**src/rtl/seg7_pkg.sv**
```systemverilog
// Shared definitions for the seven-segment scan decoder: glyph constants, FSM
// state type and anode-select helpers.
package seg7_pkg;

   localparam int NUM_DIGITS = 8;

   // Active-low gfedcba patterns, bit 0 = segment a
   localparam logic [6:0] SEG7_0 = 7'h40;
   localparam logic [6:0] SEG7_1 = 7'h79;
   localparam logic [6:0] SEG7_2 = 7'h24;
   localparam logic [6:0] SEG7_3 = 7'h30;
   localparam logic [6:0] SEG7_4 = 7'h19;
   localparam logic [6:0] SEG7_5 = 7'h12;
   localparam logic [6:0] SEG7_6 = 7'h02;
   localparam logic [6:0] SEG7_7 = 7'h78;
   localparam logic [6:0] SEG7_8 = 7'h00;
   localparam logic [6:0] SEG7_9 = 7'h10;
   localparam logic [6:0] SEG7_A = 7'h08;
   localparam logic [6:0] SEG7_B = 7'h03;
   localparam logic [6:0] SEG7_C = 7'h46;
   localparam logic [6:0] SEG7_D = 7'h21;
   localparam logic [6:0] SEG7_E = 7'h06;
   localparam logic [6:0] SEG7_F = 7'h0E;

   typedef enum logic [1:0] {
      IDLE   = 2'd0,
      SETTLE = 2'd1,
      HOLD   = 2'd2
   } seg7_dec_state_t;

   // True when exactly one active-low anode is asserted
   function automatic logic an_legal(input logic [NUM_DIGITS-1:0] an);
      logic [NUM_DIGITS-1:0] sel;
      sel = ~an;
      return (sel != '0) && ((sel & (sel - NUM_DIGITS'(1))) == '0);
   endfunction

   function automatic logic [2:0] an_index(input logic [NUM_DIGITS-1:0] an);
      logic [2:0] idx;
      idx = '0;
      for (int i = 0; i < NUM_DIGITS; i++)
         if (!an[i]) idx = 3'(i);
      return idx;
   endfunction

endpackage

```
**src/rtl/seg7_glyph_decode.sv**
```systemverilog
// Combinational seven-segment glyph to hex nibble decoder; `legal` flags
// patterns that are none of the sixteen hex glyphs.
module seg7_glyph_decode
   import seg7_pkg::*;
(
   input  logic [6:0] seg,
   output logic [3:0] nibble,
   output logic       legal
);

   always_comb begin
      nibble = 4'h0;
      legal  = 1'b1;
      case (seg)
         SEG7_0:  nibble = 4'h0;
         SEG7_1:  nibble = 4'h1;
         SEG7_2:  nibble = 4'h2;
         SEG7_3:  nibble = 4'h3;
         SEG7_4:  nibble = 4'h4;
         SEG7_5:  nibble = 4'h5;
         SEG7_6:  nibble = 4'h6;
         SEG7_7:  nibble = 4'h7;
         SEG7_8:  nibble = 4'h8;
         SEG7_9:  nibble = 4'h9;
         SEG7_A:  nibble = 4'hA;
         SEG7_B:  nibble = 4'hB;
         SEG7_C:  nibble = 4'hC;
         SEG7_D:  nibble = 4'hD;
         SEG7_E:  nibble = 4'hE;
         SEG7_F:  nibble = 4'hF;
         default: legal  = 1'b0;
      endcase
   end

endmodule

```
**src/rtl/seg7_scan_decoder.sv**
```systemverilog
// Monitors a multiplexed active-low 8-digit seven-segment bus and rebuilds the
// displayed hex value. Optional input synchronizer: SEG7_DEC_SYNC_EN.
module seg7_scan_decoder
   import seg7_pkg::*;
#(
   parameter int STABLE_CYCLES = 4,
   parameter int CNT_W         = 8
) (
   input  logic        clk_i,
   input  logic        arstn_i,
   input  logic [7:0]  an_i,
   input  logic [6:0]  seg_i,
   output logic [31:0] digits_o,
   output logic [7:0]  digit_valid_o,
   output logic        frame_o,
   output logic        err_o
);

   localparam logic [CNT_W-1:0] STABLE_C = CNT_W'(STABLE_CYCLES);
   localparam logic [CNT_W-1:0] ONE_C    = CNT_W'(1);

   logic [7:0] an_s;
   logic [6:0] seg_s;

`ifdef SEG7_DEC_SYNC_EN
   logic [7:0] an_m, an_q;
   logic [6:0] seg_m, seg_q;

   // Reset to all-ones so the synchronizer reads as a blank display
   always_ff @(posedge clk_i or negedge arstn_i) begin
      if (!arstn_i) begin
         an_m  <= '1;
         an_q  <= '1;
         seg_m <= '1;
         seg_q <= '1;
      end else begin
         an_m  <= an_i;
         an_q  <= an_m;
         seg_m <= seg_i;
         seg_q <= seg_m;
      end
   end

   assign an_s  = an_q;
   assign seg_s = seg_q;
`else
   assign an_s  = an_i;
   assign seg_s = seg_i;
`endif

   seg7_dec_state_t  state;
   logic [CNT_W-1:0] cnt;
   logic [7:0]       prev_an;
   logic [6:0]       prev_seg;
   logic [7:0]       seen;

   logic [3:0] dec_nib;
   logic       dec_legal;

   seg7_glyph_decode u_glyph (
      .seg    (seg_s),
      .nibble (dec_nib),
      .legal  (dec_legal)
   );

   logic             sel_ok;
   logic             same;
   logic             cap;
   logic [CNT_W-1:0] cnt_nxt;
   logic [2:0]       digit_idx;
   logic [7:0]       seen_nxt;

   // A changed pair always restarts at 1, so STABLE_CYCLES == 1 captures at once
   always_comb begin
      sel_ok    = an_legal(an_s);
      same      = (an_s == prev_an) && (seg_s == prev_seg);
      digit_idx = an_index(an_s);
      seen_nxt  = seen | (8'b1 << digit_idx);
      cnt_nxt   = '0;
      cap       = 1'b0;
      if (sel_ok) begin
         case (state)
            SETTLE:  cnt_nxt = same ? cnt + ONE_C : ONE_C;
            HOLD:    cnt_nxt = same ? cnt : ONE_C;
            default: cnt_nxt = ONE_C;
         endcase
         cap = (cnt_nxt == STABLE_C) && !((state == HOLD) && same);
      end
   end

   always_ff @(posedge clk_i or negedge arstn_i) begin
      if (!arstn_i) begin
         state         <= IDLE;
         cnt           <= '0;
         prev_an       <= '0;
         prev_seg      <= '0;
         seen          <= '0;
         digits_o      <= '0;
         digit_valid_o <= '0;
         frame_o       <= 1'b0;
         err_o         <= 1'b0;
      end else begin
         prev_an  <= an_s;
         prev_seg <= seg_s;
         cnt      <= cnt_nxt;
         frame_o  <= 1'b0;
         err_o    <= 1'b0;

         if (!sel_ok)
            state <= IDLE;
         else if (cap || ((state == HOLD) && same))
            state <= HOLD;
         else
            state <= SETTLE;

         if (cap) begin
            digits_o[4*digit_idx +: 4] <= dec_legal ? dec_nib : 4'h0;
            digit_valid_o[digit_idx]   <= dec_legal;
            err_o                      <= !dec_legal;
            // Repeat captures of an already-seen digit leave the mask unchanged
            if (&seen_nxt) begin
               frame_o <= 1'b1;
               seen    <= '0;
            end else begin
               seen <= seen_nxt;
            end
         end
      end
   end

endmodule

```
**config.mk**
```make
export PLATFORM = sky130hd
export DESIGN_NAME = seg7_scan_decoder
export DESIGN_NICKNAME = d
export VERILOG_FILES = /design/src/rtl/seg7_pkg.sv /design/src/rtl/seg7_glyph_decode.sv /design/src/rtl/seg7_scan_decoder.sv
export SDC_FILE = /design/constraint.sdc
export NUM_CORES = 1
export LEC_CHECK = 0
export ABC_AREA = 1
export CORE_ASPECT_RATIO = 1.5
export CORE_MARGIN = 1.5
export CORE_UTILIZATION = 45
export DETAILED_ROUTE_END_ITERATION = 10
export HOLD_SLACK_MARGIN = 0.06
export PLACE_DENSITY = 0.68
export SETUP_SLACK_MARGIN = 0.3
export SLEW_MARGIN = 20
export SYNTH_ARGS = -nofsm -noshare
export SYNTH_HDL_FRONTEND = slang
export SYNTH_SLANG_ARGS = --single-unit
```
**constraint.sdc**
```tcl
create_clock -name clk_i -period 2.9 [get_ports clk_i]
set_clock_uncertainty 0.05 [all_clocks]
set_input_delay 0.29 -clock clk_i [delete_from_list [all_inputs] [get_ports clk_i]]
set_output_delay 0.29 -clock clk_i [all_outputs]
set_load 0.02 [all_outputs]
```
**Word level (Yosys, flattened, before mapping)**

Cells that the tools add are included.

- Output and inout bits: 42
- Register bits: 75
- Word-level logic and storage cells: 79
- Input bits: 17

- Multiplexer cells: 26
- Shift operators: 3
- $lt $le $gt $ge: 2
- Equal/unequal tests: 20
- Add/sub/neg operators: 3
- Reductions and logical operators: 13
- Bitwise operators: 3

Operators with widths:

| kind | number |
|---|---|
| $pmux 4 s15 | 1 |
| $mux 8 | 5 |
| $neg 5->34 | 1 |
| $shift 4x34->32 const A | 1 |
| $shiftx 4x34->32 | 1 |
| $bwmux 32 | 1 |
| $eq 7x7->1 const B | 4 |
| $eq 7x5->1 const B | 3 |
| $eq 7x6->1 const B | 3 |
| $pmux 8 s2 | 1 |
| $reduce_or 16->1 | 1 |
| $mux 3 | 5 |
| $eq 7x2->1 const B | 2 |
| $eq 7x4->1 const B | 2 |
| $add 8x1->8 const B | 1 |
| $and 8x8->8 | 1 |
| $bwmux 8 | 1 |
| $eq 8x3->1 const B | 1 |
| $eq 8x8->1 | 1 |
| $logic_not 8->1 | 1 |
| $not 8->8 | 1 |
| $or 8x8->8 | 1 |
| $reduce_and 8->1 | 1 |
| $reduce_bool 8->1 | 1 |
| other kinds (16) | 29 |

**Depth between registers and ports, before layout**

Gate-level depths: netlist of run 1.

- Depth in word-level cells: 12
- Mapped depth: 17
- Depth with buffers taken out: 16

**Modules after synthesis**

Synthesis of run 1 repeated with hierarchy kept, for this count alone.

- Cells, all modules: 619
- Area, all modules: 4,448.0 µm²

By module, submodules not included:

| module | area an instance (µm²) | cells an instance | times used | sequential area each (µm²) |
|---|---|---|---|---|
| seg7_scan_decoder | 4,110.2 | 546 | 1 | 1,876.8 |
| seg7_glyph_decode | 337.8 | 73 | 1 | 0.0 |

**Least setup slack after synthesis of run 1**

OpenSTA, ideal clock, no wires.

- Path type: input to register
- From: input port an_i[1]
- To: register digits_o[16]
- Library setup time: 127 ps
- Cell stages on the path: 13
- Data arrival time: 2,185 ps
- Path buffers: 1
- Slack: 538 ps
- Data required time: 2,723 ps
- Cell sequence: inv_1 -> nand2_1 -> a21oi_1 -> o22ai_1 -> clkbuf_1 -> ha_1 -> ha_1 -> inv_1 -> nand2_1 -> nor4_1 -> nand3_4 -> nand2_1 -> o21ai_0

- Longest elaborated chain between the ends: 10
- Elaborated cells between the ends (all ways): 28
- Classes of those cells: add/sub: 2; eq/ne: 2; shift: 2; mux: 13; bitwise: 2; reduce/logical: 7

RTL lines:

| element | line | text |
|---|---|---|
| start, declared | seg7_scan_decoder.sv:11 | `input logic [7:0] an_i,` |
| $mux 1 | seg7_pkg.sv:42 | `if (!an[i]) idx = 3'(i);` |
| $mux 2 | seg7_pkg.sv:42 |  |
| $mux 3 (5 in series) | seg7_pkg.sv:42 |  |
| $neg 5->34 | seg7_scan_decoder.sv:117 | `digits_o[4*digit_idx +: 4] <= dec_legal ? dec_nib : 4'h0;` |
| $shiftx 4x34->32 or $shift 4x34->32 (tied branches) | seg7_scan_decoder.sv:117 |  |
| $bwmux 32 | seg7_scan_decoder.sv:117 |  |
| end signal, assigned by index | seg7_scan_decoder.sv:117 |  |
| end, declared | seg7_scan_decoder.sv:13 | `output logic [31:0] digits_o,` |

Several ways; a longest one is shown, not always the timed one. The select of a mux whose other input is x is not followed.
A chain may end at the register's enable or synchronous reset.

**Worst setup path after layout of run 1**

- From: register cnt[0]
- To: register digits_o[9]

- Longest elaborated chain between the ends: 7
- Elaborated cells between the ends (all ways): 8
- Classes of those cells: add/sub: 1; eq/ne: 1; mux: 5; reduce/logical: 1

RTL lines:

| element | line | text |
|---|---|---|
| start, declared | seg7_scan_decoder.sv:52 | `logic [CNT_W-1:0] cnt;` |
| start signal, assigned | seg7_scan_decoder.sv:105 | `cnt <= cnt_nxt;` |
| $add 8x1->8 | seg7_scan_decoder.sv:83 | `SETTLE: cnt_nxt = same ? cnt + ONE_C : ONE_C;` |
| $mux 8 | seg7_scan_decoder.sv:83 |  |
| $pmux 8 s2 * | seg7_scan_decoder.sv:82 | `case (state)` |
| $mux 8 * | seg7_scan_decoder.sv:81 | `if (sel_ok) begin` |
| $eq 8x3->1 * | seg7_scan_decoder.sv:87 | `cap = (cnt_nxt == STABLE_C) && !((state == HOLD) && same);` |
| $logic_and 1x1->1 * | seg7_scan_decoder.sv:87 |  |
| $mux 1 * | seg7_scan_decoder.sv:81 |  |

Every way passes the cells marked *; elsewhere a longest branch is shown, timed or not. The select of a mux whose other input is x is not followed.

==> impl_metrics.sql, run 1 <==
INSERT INTO impl_metrics (metric_group, metric, value, unit) VALUES
('timing', 'tightestPinTransition', '0.937', 'ns'),
('timing', 'finalCriticalPeriod', '2.45', 'ns'),
('global_routing', 'grt_max_degree', '76', ''),
('timing', 'final-setup-viol-count', '0', ''),
('clock_tree', 'clkLatencyLatePin', '0.34', 'ns'),
('global_routing', 'grt_first_pass_wirelength', '17700', 'um'),
('die', 'floorplan.initialDensity', '46.5', '%'),
('timing', 'layout_worst_path_cycle_share', '84.3', '%'),
('routing', 'drc', '0', ''),
('place', 'gp_congestion', '0.833', ''),
('routing', 'avgViaCountPerCell', '5.13', ''),
('die', 'chipHeight', '123', 'um'),
('finish', 'num-fill-cells', '863', ''),
('die', 'die_width', '82.8', 'um'),
('finish', 'footprint_of_the_multi_input_gates', '0.00201', 'sq mm'),
('die', 'core-area', '0.00925', 'sq mm'),
('yosys', 'synthesis.area_per_instance', '7.48', 'sq um'),
('clock_tree', 'post_cts_clock_slew_at_the_launch_and_capture_registers_of_the_worst_setup_and_hold_paths', '0.06', 'ns'),
('yosys', 'yosys-top-cells-count', 'nand2_1 (164), inv_1 (89), dfrtp_1 (75)', ''),
('finish', 'ff_latch_area', '0.00188', 'sq mm'),
('yosys', 'yosysWarnings', '0', ''),
('timing', 'top_achievable_clock_speed', '0.409', 'GHz'),
('routing', 'detailroute.via_count', '3976', ''),
('critical_path', 'worstReg2RegEnd', 'digits_o[9]$_DFFE_PN0P_', ''),
('global_routing', 'antenna_found_initial', '0', ''),
('timing', 'max_slew_margin', '37.5', '%'),
('die', 'row_count', '43', ''),
('global_routing', 'overflow', '0', ''),
('yosys', 'synth_nets', '601', ''),
('yosys', 'synth-seq-area-share', '43.6', '%'),
('critical_path', 'r2r-start', 'cnt[0]$_DFF_PN0_', ''),
('routing', 'drt_iter0_markers', '248', ''),
('run', 'maxCapViolCount', '0', ''),
('outcome', 'run_status', 'completed', ''),
('critical_path', 'critical_path.max_fanout', '8', ''),
('clock_tree', 'cts_tree', 'built', ''),
('clock_tree', 'clock_tree.root_cell', 'clkbuf_16', ''),
('die', 'design.die.area', '0.0102', 'sq mm'),
('finish', 'drive_gt1_share', '12.1', '%'),
('die', 'num_io_pins', '59', ''),
('routing', 'wirelength', '10500', 'um'),
('yosys', 'post_synth_inst_count', '575', ''),
('routing', 'detailedRoute.firstPassIterationCount', '4', ''),
('timing', 'rsz0062_at_grt', 'false', ''),
('yosys', 'synth.ff_latch_count', '75', ''),
('yosys', 'syn-cell-area', '0.00430', 'sq mm'),
('power', 'cellLeakagePower', '2.64', 'nW'),
('place', 'hpwlAfterDp', '7720', 'um'),
('finish', 'area.growth.synth_to_final', '28.4', '%'),
('critical_path', 'crit_path_end_kind', 'flop', ''),
('yosys', 'synth.distinct_cells', '30', ''),
('critical_path', 'startpoint', 'cnt[0]$_DFF_PN0_', ''),
('clock_tree', 'cts-hold-fix-buffers', '0', ''),
('hold_path', 'holdCritPathClass', 'in2async', ''),
('power', 'powerDensity', '449', 'mW/mm^2'),
('yosys', 'ys_dominant_reg_cell', 'dfrtp_1', ''),
('timing', 'layout_setup_ws', '0.454', 'ns'),
('yosys', 'count_leader_synth', 'nand2_1', ''),
('critical_path', 'worst-endpoint-required', '3.06', 'ns'),
('place', 'port-buffer-count', '58', ''),
('yosys', 'netlist.top_cell.by_area', 'dfrtp_1', ''),
('routing', 'routed_wire_length_per_instance', '13.5', 'um'),
('place', 'detailed_place.area', '0.00509', 'sq mm'),
('critical_path', 'reg2reg_depth', '13', ''),
('yosys', 'yosys-top-cells-area', 'dfrtp_1 (44%), nand2_1 (14%), inv_1 (7.8%)', ''),
('finish', 'finalNetCount', '684', ''),
('place', 'place_worst_setup_slack', '-0.0385', 'ns'),
('clock_tree', 'tritoncts.num_buffers', '9', ''),
('critical_path', 'cp.arrival', '2.61', 'ns'),
('critical_path', 'timing.setup.critical_path_class', 'reg2reg', ''),
('yosys', 'asyncSetResetFlopFracSynth', '100', '%');
where the power goes:
group          switching (mW)  leakage [nW]  internal, mW  total (mW)
clock                   0.450         0.149         0.758        1.21
sequential            0.00588         0.966          1.06        1.06
combinational           0.142          1.53        0.0677       0.210
total                   0.598          2.64          1.88        2.48
stage by stage:
step	cells	utilization, %	power, mW	setup TNS (ns)
after floorplan	575	-	1.19	0
after global placement	754	55.0	1.29	0
after detailed placement	754	55.0	1.29	-0.151
after CTS	772	58.8	2.50	0
after global routing	775	59.7	2.58	0
final	775	59.7	2.48	0
how the worst max path moves through the flow:
| stage | end | slack, ns | cells after the start |
|---|---|---|---|
| floorplan | digits_o[16]$_DFFE_PN0P_ | 0.54 | 13 |
| global placement | digits_o[31]$_DFFE_PN0P_ | 0.06 | 15 |
| detailed placement | digit_valid_o[0]$_DFFE_PN0P_ | -0.04 | 15 |
| CTS | digits_o[28]$_DFFE_PN0P_ | 0.34 | 14 |
| global route | digits_o[26]$_DFFE_PN0P_ | 0.31 | 13 |
| finish | digits_o[9]$_DFFE_PN0P_ | 0.45 | 13 |
routing by layer:
layer	wire, um	vias up	track usage (%)
met5	0	-	0
met1	4320	1875	24.2
met4	310	0	11.5
li1	-	1989	-
met2	5520	83	39.2
met3	325	29	4.17
worst max-delay path: stages, from the launching register on:
cell     delay (ns)
dfrtp_1        0.42
ha_1           0.27
nand2_1        0.08
inv_1          0.04
o21ai_0        0.13
o21ai_0        0.20
nor3_4         0.27
nand3_2        0.11
nor2_4         0.21
buf_12         0.13
buf_4          0.14
nand3_4        0.11
nand2_1        0.08
o21ai_0        0.08
registers in the layout, indices dropped and copies added (netlist names):
name / cells
cnt: 8
digit_valid_o: 8
digits_o: 32
err_o: 1
frame_o: 1
prev_an: 8
prev_seg: 7
seen: 8
state: 2
final cells by class:
type                            instances  share of cell area (%)
Multi-Input combinational cell        393                    36.3
Sequential cell                        75                    34.0
Timing Repair Buffer                   81                    14.6
Inverter                               98                    6.66
Clock buffer                            9                    4.08
Tap cell                              112                    2.54
Clock inverter                          7                    1.81
cells in the final DEF, fill, tap and decap left out, types with 2 or more instances in the layout:
| master | instances |
|---|---|
| nand2_2 | 3 |
| clkdlybuf4s50_1 | 46 |
| nand3_2 | 8 |
| nor3_1 | 11 |
| bufinv_16 | 2 |
| nand2_1 | 162 |
| clkinvlp_4 | 3 |
| clkinv_1 | 2 |
| nand3_4 | 7 |
| buf_12 | 2 |
| inv_1 | 88 |
| nor4_1 | 2 |
| buf_4 | 21 |
| inv_6 | 2 |
| ha_1 | 9 |
| o21ai_0 | 39 |
| a21oi_1 | 7 |
| nand3_1 | 43 |
| nor3b_1 | 3 |
| nor2_1 | 56 |
| nor2_4 | 4 |
| dlymetal6s2s_1 | 11 |
| nand4_1 | 13 |
| clkbuf_16 | 9 |
| o21ai_1 | 11 |
| nor4_2 | 2 |
| o22ai_1 | 2 |
| inv_2 | 8 |
| nor2_2 | 4 |
| dfrtp_1 | 75 |
| nor3_2 | 2 |
logic make-up after synthesis:
family / count (synthesis) / synth area share, %
flip-flops: 75 / 43.6
buffers and inverters: 108 / 10.6
AO/OA/AOI/OAI: 60 / 7.12
adder cells (fa/ha/maj): 9 / 2.62
XOR/XNOR: 2 / 0.407
AND/OR/NAND/NOR: 321 / 35.6
repair_timing:
| action | in CTS | in global routing |
|---|---|---|
| gates resized for setup | 0 | 22 |
| gates cloned | 0 | 1 |
| endpoints found under the setup margin | 2 | 49 |
| buffers inserted | 2 | 2 |
| pin swaps | 1 | 4 |
Note: power is estimated with default switching activity, not from simulation.
==> run 2: changes to the inputs <==
==> constraint.sdc (replaced) <==
create_clock -name clk_i -period 2.3 [get_ports clk_i]
set_clock_uncertainty 0.05 [all_clocks]
set_input_delay 0.23 -clock clk_i [delete_from_list [all_inputs] [get_ports clk_i]]
set_output_delay 0.23 -clock clk_i [all_outputs]
set_load 0.02 [all_outputs]
==> run 2 against run 1 <==
Clock power grew 28%. Core utilization grew 12 points. Sequential cell count is the same. Worst hold slack gained 0.11 ns. Non-clock buffer count grew 82. Fmax grew 11%. Via count grew 10%. Sequential share of layout area shrank 5.5 points. Critical path depth grew 2. Combinational power grew 77%. Highest routed layer unchanged.
==> impl_metrics.sql, run 2 (same netlist as run 1, synthesis figures left out) <==
INSERT INTO impl_metrics (metric_group, metric, value, unit) VALUES
('power', 'ir_worst_vdd', '463', 'uV'),
('global_routing', 'overflow', '0', ''),
('die', 'num_io_pins', '59', ''),
('critical_path', 'worst-endpoint-required', '2.53', 'ns'),
('die', 'floorplan.initialDensity', '46.5', '%'),
('critical_path', 'r2r-start', 'state[1]$_DFF_PN0_', ''),
('finish', 'layout.cell_area.non_filler', '0.00659', 'sq mm'),
('outcome', 'run_status', 'completed', ''),
('timing', 'layout_worst_path_cycle_share', '95.4', '%'),
('finish', 'area.growth.synth_to_final', '53.2', '%'),
('die', 'die_width', '82.8', 'um'),
('critical_path', 'reg2reg_depth', '15', ''),
('global_routing', 'grt_first_pass_wirelength', '19700', 'um'),
('die', 'row_count', '43', ''),
('die', 'chipHeight', '123', 'um'),
('timing', 'tightestPinTransition', '0.460', 'ns'),
('timing', 'rsz0062_at_grt', 'true', ''),
('place', 'detailed_place.area', '0.00566', 'sq mm'),
('critical_path', 'regToRegSetupSlack', '0.11', 'ns'),
('finish', 'max_flop_register', 'digits_o', ''),
('timing', 'timing.hold.ws', '0.153', 'ns'),
('hold_path', 'hold-path-endpoint', 'prev_an[0]$_DFF_PN0_', ''),
('clock_tree', 'post_cts_clock_slew_at_the_launch_and_capture_registers_of_the_worst_setup_and_hold_paths', '0.06', 'ns'),
('finish', 'largest_register_ffs', '32', ''),
('timing', 'max_slew_margin', '69.3', '%'),
('routing', 'routed_wire_length_per_instance', '14.5', 'um'),
('clock_tree', 'cts_tree', 'built', ''),
('critical_path', 'critical_path_buf_inv_count', '6', ''),
('clock_tree', 'tritoncts.num_buffers', '9', ''),
('place', 'hpwlAfterDp', '8470', 'um'),
('global_routing', 'groute.usage.overall', '24.3', '%'),
('critical_path', 'critical_path.max_fanout', '6', ''),
('finish', 'finish.utilization', '71.2', '%'),
('clock_tree', 'htree_num_levels', '3', ''),
('timing', 'finalCriticalPeriod', '2.19', 'ns'),
('finish', 'num-fill-cells', '706', ''),
('critical_path', 'timing.setup.critical_path_class', 'reg2reg', ''),
('clock_tree', 'clock_path_buffers', '2', ''),
('clock_tree', 'clock_tree.root_cell', 'clkbuf_16', ''),
('routing', 'wirelength', '12400', 'um'),
('critical_path', 'setup.worst_path.start_class', 'flop', ''),
('finish', 'top_library_cells_by_usage_in_the_layout_fill_and_taps_aside', 'nand2_1 (139), buf_4 (89), inv_1 (81), dfrtp_1 (73), clkdlybuf4s50_1 (45)', ''),
('routing', 'avgViaCountPerCell', '5.11', ''),
('hold_path', 'holdCritPathClass', 'in2reg', ''),
('run', 'maxCapViolCount', '0', ''),
('critical_path', 'worst_path_cell_trace', 'inv_1 -> ha_2 -> inv_1 -> o21ai_2 -> o21ai_2 -> nor3_4 -> nand3_2 -> nor2_4 -> buf_12 -> buf_12 -> buf_8 -> nand3_4 -> nand2_2 -> nand2_1 -> inv_1', ''),
('place', 'port-buffer-count', '58', ''),
('finish', 'finalNetCount', '766', ''),
('routing', 'detailroute.via_count', '4381', ''),
('critical_path', 'worstReg2RegEnd', 'seen[2]$_DFFE_PN0P_', ''),
('routing', 'routed.top_layer', 'met4', ''),
('power', 'total_power', '3.27', 'mW'),
('routing', 'drt-met1-wl', '4820', 'um'),
('power', 'powerDensity', '495', 'mW/mm^2'),
('timing', 'final-setup-viol-count', '0', ''),
('finish', 'diodes', '0', ''),
('timing', 'finalHoldViolations', '0', ''),
('place', 'gp_congestion', '0.904', ''),
('critical_path', 'cpMostUsedCell', 'inv_1', ''),
('routing', 'route.met2.wl', '6720', 'um'),
('routing', 'detailedRoute.firstPassIterationCount', '5', ''),
('critical_path', 'crit_path_end_kind', 'flop', ''),
('finish', 'drive_gt1_share', '31.5', '%'),
('timing', 'slew_viol_final', '0', ''),
('critical_path', 'cp.arrival', '2.43', 'ns'),
('routing', 'met3_wirelength', '379', 'um'),
('die', 'core-area', '0.00925', 'sq mm'),
('die', 'design.die.area', '0.0102', 'sq mm'),
('clock_tree', 'cts.sink_count', '75', ''),
('critical_path', 'critPathMaxStageDelay', '0.39', 'ns'),
('global_routing', 'grt_max_degree', '43', ''),
('critical_path', 'path_delay_family', 'buffers and inverters', ''),
('timing', 'top_achievable_clock_speed', '0.456', 'GHz'),
('power', 'cellLeakagePower', '3.04', 'nW'),
('critical_path', 'cp_slowest_cell', 'dfrtp_1', ''),
('clock_tree', 'clkLatencyLatePin', '0.34', 'ns'),
('finish', 'final_common_cell', 'nand2_1', ''),
('routing', 'drt_iter0_markers', '136', ''),
('global_routing', 'antenna_found_initial', '0', ''),
('routing', 'drc', '0', ''),
('hold_path', 'holdCritStartpoint', 'an_i[0]', ''),
('hold_path', 'hold_depth', '1', ''),
('routing', 'detail-route-antenna-nets', '0', ''),
('global_routing', 'number_of_global_route_vias_before_repair', '4292', '');
-- run 2: cell count changes in the layout (fill, tap and decap cells not counted), moves of 18 or more --
cell,before,now
buf_4,21,89
o21ai_0,39,7
o21ai_1,11,29
nand2_2,3,24
nand2_1,162,139
-- run 2: layout make-up --
cell class	count	area, sq um	share of cell area [%]
Clock buffer	11	243	3.68
Clock inverter	5	83.8	1.27
Inverter	98	370	5.62
Multi-Input combinational cell	393	2360	35.8
Sequential cell	75	1880	28.5
Tap cell	112	140	2.13
Timing Repair Buffer	163	1520	23.0
-- run 2: metrics by stage --
| step | setup slack (ns) | cells | setup TNS [ns] |
|---|---|---|---|
| after CTS | 0.0952 | 850 | 0 |
| final | 0.106 | 857 | 0 |
| after global placement | -0.378 | 819 | -16.26 |
| after global routing | -0.0840 | 857 | -1.97 |
| after floorplan | 0.314 | 575 | 0 |
| after detailed placement | -0.495 | 819 | -20.77 |
-- run 2: per-layer routing --
| metal | vias up | GRT usage [%] |
|---|---|---|
| met3 | 37 | 3.63 |
| met1 | 2075 | 26.7 |
| li1 | 2158 | - |
| met4 | 0 | 11.8 |
| met5 | - | 0 |
| met2 | 111 | 45.6 |
-- run 2: how the worst max path moves through the flow --
stage	from	endpoint	slack [ns]	depth (start not counted)
final	state[1]$_DFF_PN0_	seen[2]$_DFFE_PN0P_	0.11	15
after global routing	cnt[0]$_DFF_PN0_	seen[2]$_DFFE_PN0P_	-0.08	16
after CTS	prev_seg[3]$_DFF_PN0_	seen[2]$_DFFE_PN0P_	0.1	17
after detailed placement	an_i[3]	seen[6]$_DFFE_PN0P_	-0.49	13
after global placement	an_i[3]	seen[7]$_DFFE_PN0P_	-0.38	14
after floorplan	an_i[1]	digits_o[10]$_DFFE_PN0P_	0.31	12
-- run 2: power by group --
group / internal (mW) / switching [mW] / leakage (nW) / total, mW
Combinational: 0.154 / 0.218 / 1.92 / 0.372
Sequential: 1.33 / 0.00751 / 0.963 / 1.34
Clock: 0.984 / 0.569 / 0.152 / 1.55
-- run 2: what timing repair did --
action                                  in CTS  in global routing
hold buffers                                 1                  0
pin swaps                                   64                 48
endpoints found under the hold margin       33                  0
endpoints found under the setup margin      52                 52
cloned                                       3                  1
resized for setup                           87                 64
setup buffers                               11                  6
==> run 3: changes to the inputs <==
--- a/config.mk
+++ b/config.mk
@@ -13,7 +13,6 @@
 export HOLD_SLACK_MARGIN = 0.06
 export PLACE_DENSITY = 0.68
 export SETUP_SLACK_MARGIN = 0.3
-export SLEW_MARGIN = 20
 export SYNTH_ARGS = -nofsm -noshare
 export SYNTH_HDL_FRONTEND = slang
 export SYNTH_SLANG_ARGS = --single-unit
==> constraint.sdc (replaced) <==
create_clock -name clk_i -period 2.6 [get_ports clk_i]
set_clock_uncertainty 0.05 [all_clocks]
set_input_delay 0.26 -clock clk_i [delete_from_list [all_inputs] [get_ports clk_i]]
set_output_delay 0.26 -clock clk_i [all_outputs]
set_load 0.02 [all_outputs]
==> run 3 against run 2 <==
Critical path depth decreased by 1. Critical endpoint is now seen[3]$_DFFE_PN0P_. Non-clock buffer count shrank 51. Total power fell by 18%. Global-route usage fell by 2.5 points. Core utilization down 8.2 points. Combinational power decreased by 27%. Routed wire length shrank 14%. Die area is the same. Worst hold slack got worse by 0.085 ns. First-iteration DRC count rose by 7.4%.
==> impl_metrics.sql, run 3 (same netlist as run 1, synthesis figures left out) <==
INSERT INTO impl_metrics (metric_group, metric, value, unit) VALUES
('outcome', 'run_status', 'completed', ''),
('die', 'design.die.area', '0.0102', 'sq mm'),
('die', 'core-area', '0.00925', 'sq mm'),
('global_routing', 'overflow', '0', ''),
('finish', 'final_common_cell', 'nand2_1', ''),
('place', 'hpwlAfterDp', '7620', 'um'),
('power', 'comb_power_share', '10.1', '%'),
('power', 'p_int', '2.03', 'mW'),
('power', 'ir_worst_vdd', '431', 'uV'),
('critical_path', 'critical_path_buf_inv_count', '4', ''),
('die', 'num_io_pins', '59', ''),
('clock_tree', 'tritoncts.num_buffers', '9', ''),
('critical_path', 'worst_path_cell_trace', 'ha_4 -> nand2_1 -> inv_1 -> o21ai_1 -> o21ai_1 -> nor3_2 -> nand3_2 -> nor2_4 -> buf_4 -> buf_16 -> nand3_1 -> nand2_1 -> nand2_1 -> inv_1', ''),
('die', 'chipHeight', '123', 'um'),
('routing', 'detailroute.via_count', '4051', ''),
('critical_path', 'cp.arrival', '2.40', 'ns'),
('critical_path', 'setup.worst_path.start_class', 'flop', ''),
('critical_path', 'cp_slowest_cell', 'dfrtp_2', ''),
('global_routing', 'grt_max_degree', '76', ''),
('finish', 'layout.cell_area.non_filler', '0.00583', 'sq mm'),
('place', 'port-buffer-count', '58', ''),
('critical_path', 'crit_path_end_kind', 'flop', ''),
('timing', 'rsz0062_at_grt', 'true', ''),
('clock_tree', 'clock_tree.root_cell', 'clkbuf_16', ''),
('global_routing', 'groute.usage.overall', '21.8', '%'),
('finish', 'drive_gt1_share', '18.7', '%'),
('routing', 'drc', '0', ''),
('finish', 'num-fill-cells', '797', ''),
('finish', 'max_flop_register', 'digits_o', ''),
('routing', 'detailedRoute.firstPassIterationCount', '4', ''),
('timing', 'slew_viol_final', '0', ''),
('timing', 'top_achievable_clock_speed', '0.461', 'GHz'),
('run', 'maxCapViolCount', '0', ''),
('global_routing', 'number_of_global_route_vias_before_repair', '4032', ''),
('power', 'powerDensity', '461', 'mW/mm^2'),
('power', 'total_power', '2.69', 'mW'),
('timing', 'final-setup-viol-count', '0', ''),
('critical_path', 'timing.setup.critical_path_class', 'reg2reg', ''),
('hold_path', 'holdCritPathClass', 'in2reg', ''),
('finish', 'area.growth.synth_to_final', '35.5', '%'),
('routing', 'routed_wire_length_per_instance', '13.2', 'um'),
('clock_tree', 'post_cts_clock_slew_at_the_launch_and_capture_registers_of_the_worst_setup_and_hold_paths', '0.06', 'ns'),
('die', 'die_width', '82.8', 'um'),
('timing', 'finalHoldViolations', '0', ''),
('die', 'floorplan.initialDensity', '46.5', '%'),
('timing', 'tightestPinTransition', '0.952', 'ns'),
('routing', 'wirelength', '10700', 'um'),
('critical_path', 'worst-endpoint-required', '2.83', 'ns'),
('global_routing', 'antenna_found_initial', '0', ''),
('clock_tree', 'cts_tree', 'built', ''),
('power', 'power.clock.fraction', '45.7', '%'),
('routing', 'drt_iter0_markers', '146', ''),
('finish', 'finalNetCount', '715', ''),
('routing', 'avgViaCountPerCell', '5.03', ''),
('finish', 'top_library_cells_by_usage_in_the_layout_fill_and_taps_aside', 'nand2_1 (162), inv_1 (88), dfrtp_1 (73), nor2_1 (51), buf_4 (48)', ''),
('power', 'power_frac_seq', '44.2', '%'),
('timing', 'finalCriticalPeriod', '2.17', 'ns'),
('finish', 'largest_register_ffs', '32', ''),
('die', 'row_count', '43', ''),
('clock_tree', 'cts.sink_count', '75', ''),
('critical_path', 'critical_path.max_fanout', '13', ''),
('finish', 'diodes', '0', ''),
('critical_path', 'critPathMaxStageDelay', '0.45', 'ns'),
('critical_path', 'path_delay_family', 'simple AND/OR/NAND/NOR gates', ''),
('power', 'switching_power', '0.660', 'mW'),
('critical_path', 'cpMostUsedCell', 'nand2_1', ''),
('place', 'detailed_place.area', '0.00531', 'sq mm'),
('clock_tree', 'htree_num_levels', '3', ''),
('place', 'gp_congestion', '0.853', ''),
('clock_tree', 'clkLatencyLatePin', '0.34', 'ns'),
('power', 'switching_share', '24.6', '%'),
('timing', 'max_slew_margin', '36.6', '%'),
('timing', 'layout_worst_path_cycle_share', '83.5', '%'),
('power', 'cellLeakagePower', '2.74', 'nW'),
('global_routing', 'grt_first_pass_wirelength', '17800', 'um'),
('clock_tree', 'clock_path_buffers', '2', ''),
('routing', 'detail-route-antenna-nets', '0', '');
[run 3: per-layer routing]
layer | global-route usage, % | part of all wire, % | vias to the layer above | wire length, um
met1 | 23.3 | 42 | 1896 | 4430
met2 | 40.8 | 52 | 75 | 5570
met5 | 0 | 0 | - | 0
met4 | 10.9 | 3.2 | 0 | 342
li1 | - | - | 2050 | -
met3 | 4.24 | 2.9 | 30 | 311
[run 3: final timing paths]
path | startpoint | to | slack [ns] | depth (start not counted)
worst max-delay path | cnt[0]$_DFF_PN0_ | seen[3]$_DFFE_PN0P_ | 0.43 | 14
worst min-delay path | an_i[0] | prev_an[0]$_DFF_PN0_ | 0.07 | 1
worst max register to register | cnt[0]$_DFF_PN0_ | seen[3]$_DFFE_PN0P_ | 0.43 | 14
worst min register to register | digit_valid_o[2]$_DFFE_PN0P_ | digit_valid_o[2]$_DFFE_PN0P_ | 0.44 | 2
max in group asynchronous | arstn_i | cnt[2]$_DFF_PN0_ | 1.27 | 2
min in group asynchronous | arstn_i | prev_seg[0]$_DFF_PN0_ | 0.54 | 2
[run 3: worst register-to-register path, delay by kind of cell, from the launching register on]
family / cells / cell delay, ns
simple gates: 7 / 0.81
flops: 1 / 0.45
buf+inv: 4 / 0.39
compound gates: 2 / 0.23
fa+ha+maj: 1 / 0.19
[run 3: timing repair]
item / 4_1_cts / 5_1_grt
gates resized for setup: 27 / 35
pin swaps: 14 / 9
setup endpoints to repair: 42 / 52
hold endpoints to repair: 8 / 0
hold buffers: 1 / 0
buffers inserted: 3 / 2
cloned: 2 / 0
[run 3: layout make-up]
cell class | instances | area, sq um | area share [%]
Sequential cell | 75 | 1880 | 32.2
Clock inverter | 6 | 65.1 | 1.12
Inverter | 98 | 369 | 6.33
Tap cell | 112 | 140 | 2.40
Clock buffer | 10 | 229 | 3.93
Timing Repair Buffer | 112 | 1040 | 17.9
Multi-Input combinational cell | 393 | 2110 | 36.1
[run 3: power by group through the flow]
stage               clock, mW  combinational (mW)  sequential (mW)
CTS                      1.26               0.269             1.19
global route             1.30               0.304             1.19
finish                   1.23               0.271             1.19
floorplan                   0               0.121             1.21
global placement            0               0.258             1.21
detailed placement          0               0.262             1.21
[run 3: metrics by stage]
step	hold slack, ns	utilization [%]	worst slack, ns	setup TNS [ns]	std cells
floorplan	-0.0856	-	0.361	0	575
global placement	0.405	57.4	-0.179	-2.19	782
detailed placement	0.411	57.4	-0.196	-4.58	782
CTS	0.213	61.9	0.306	0	804
global route	0.0951	63.0	0.288	0	806
finish	0.0684	63.0	0.430	0	806
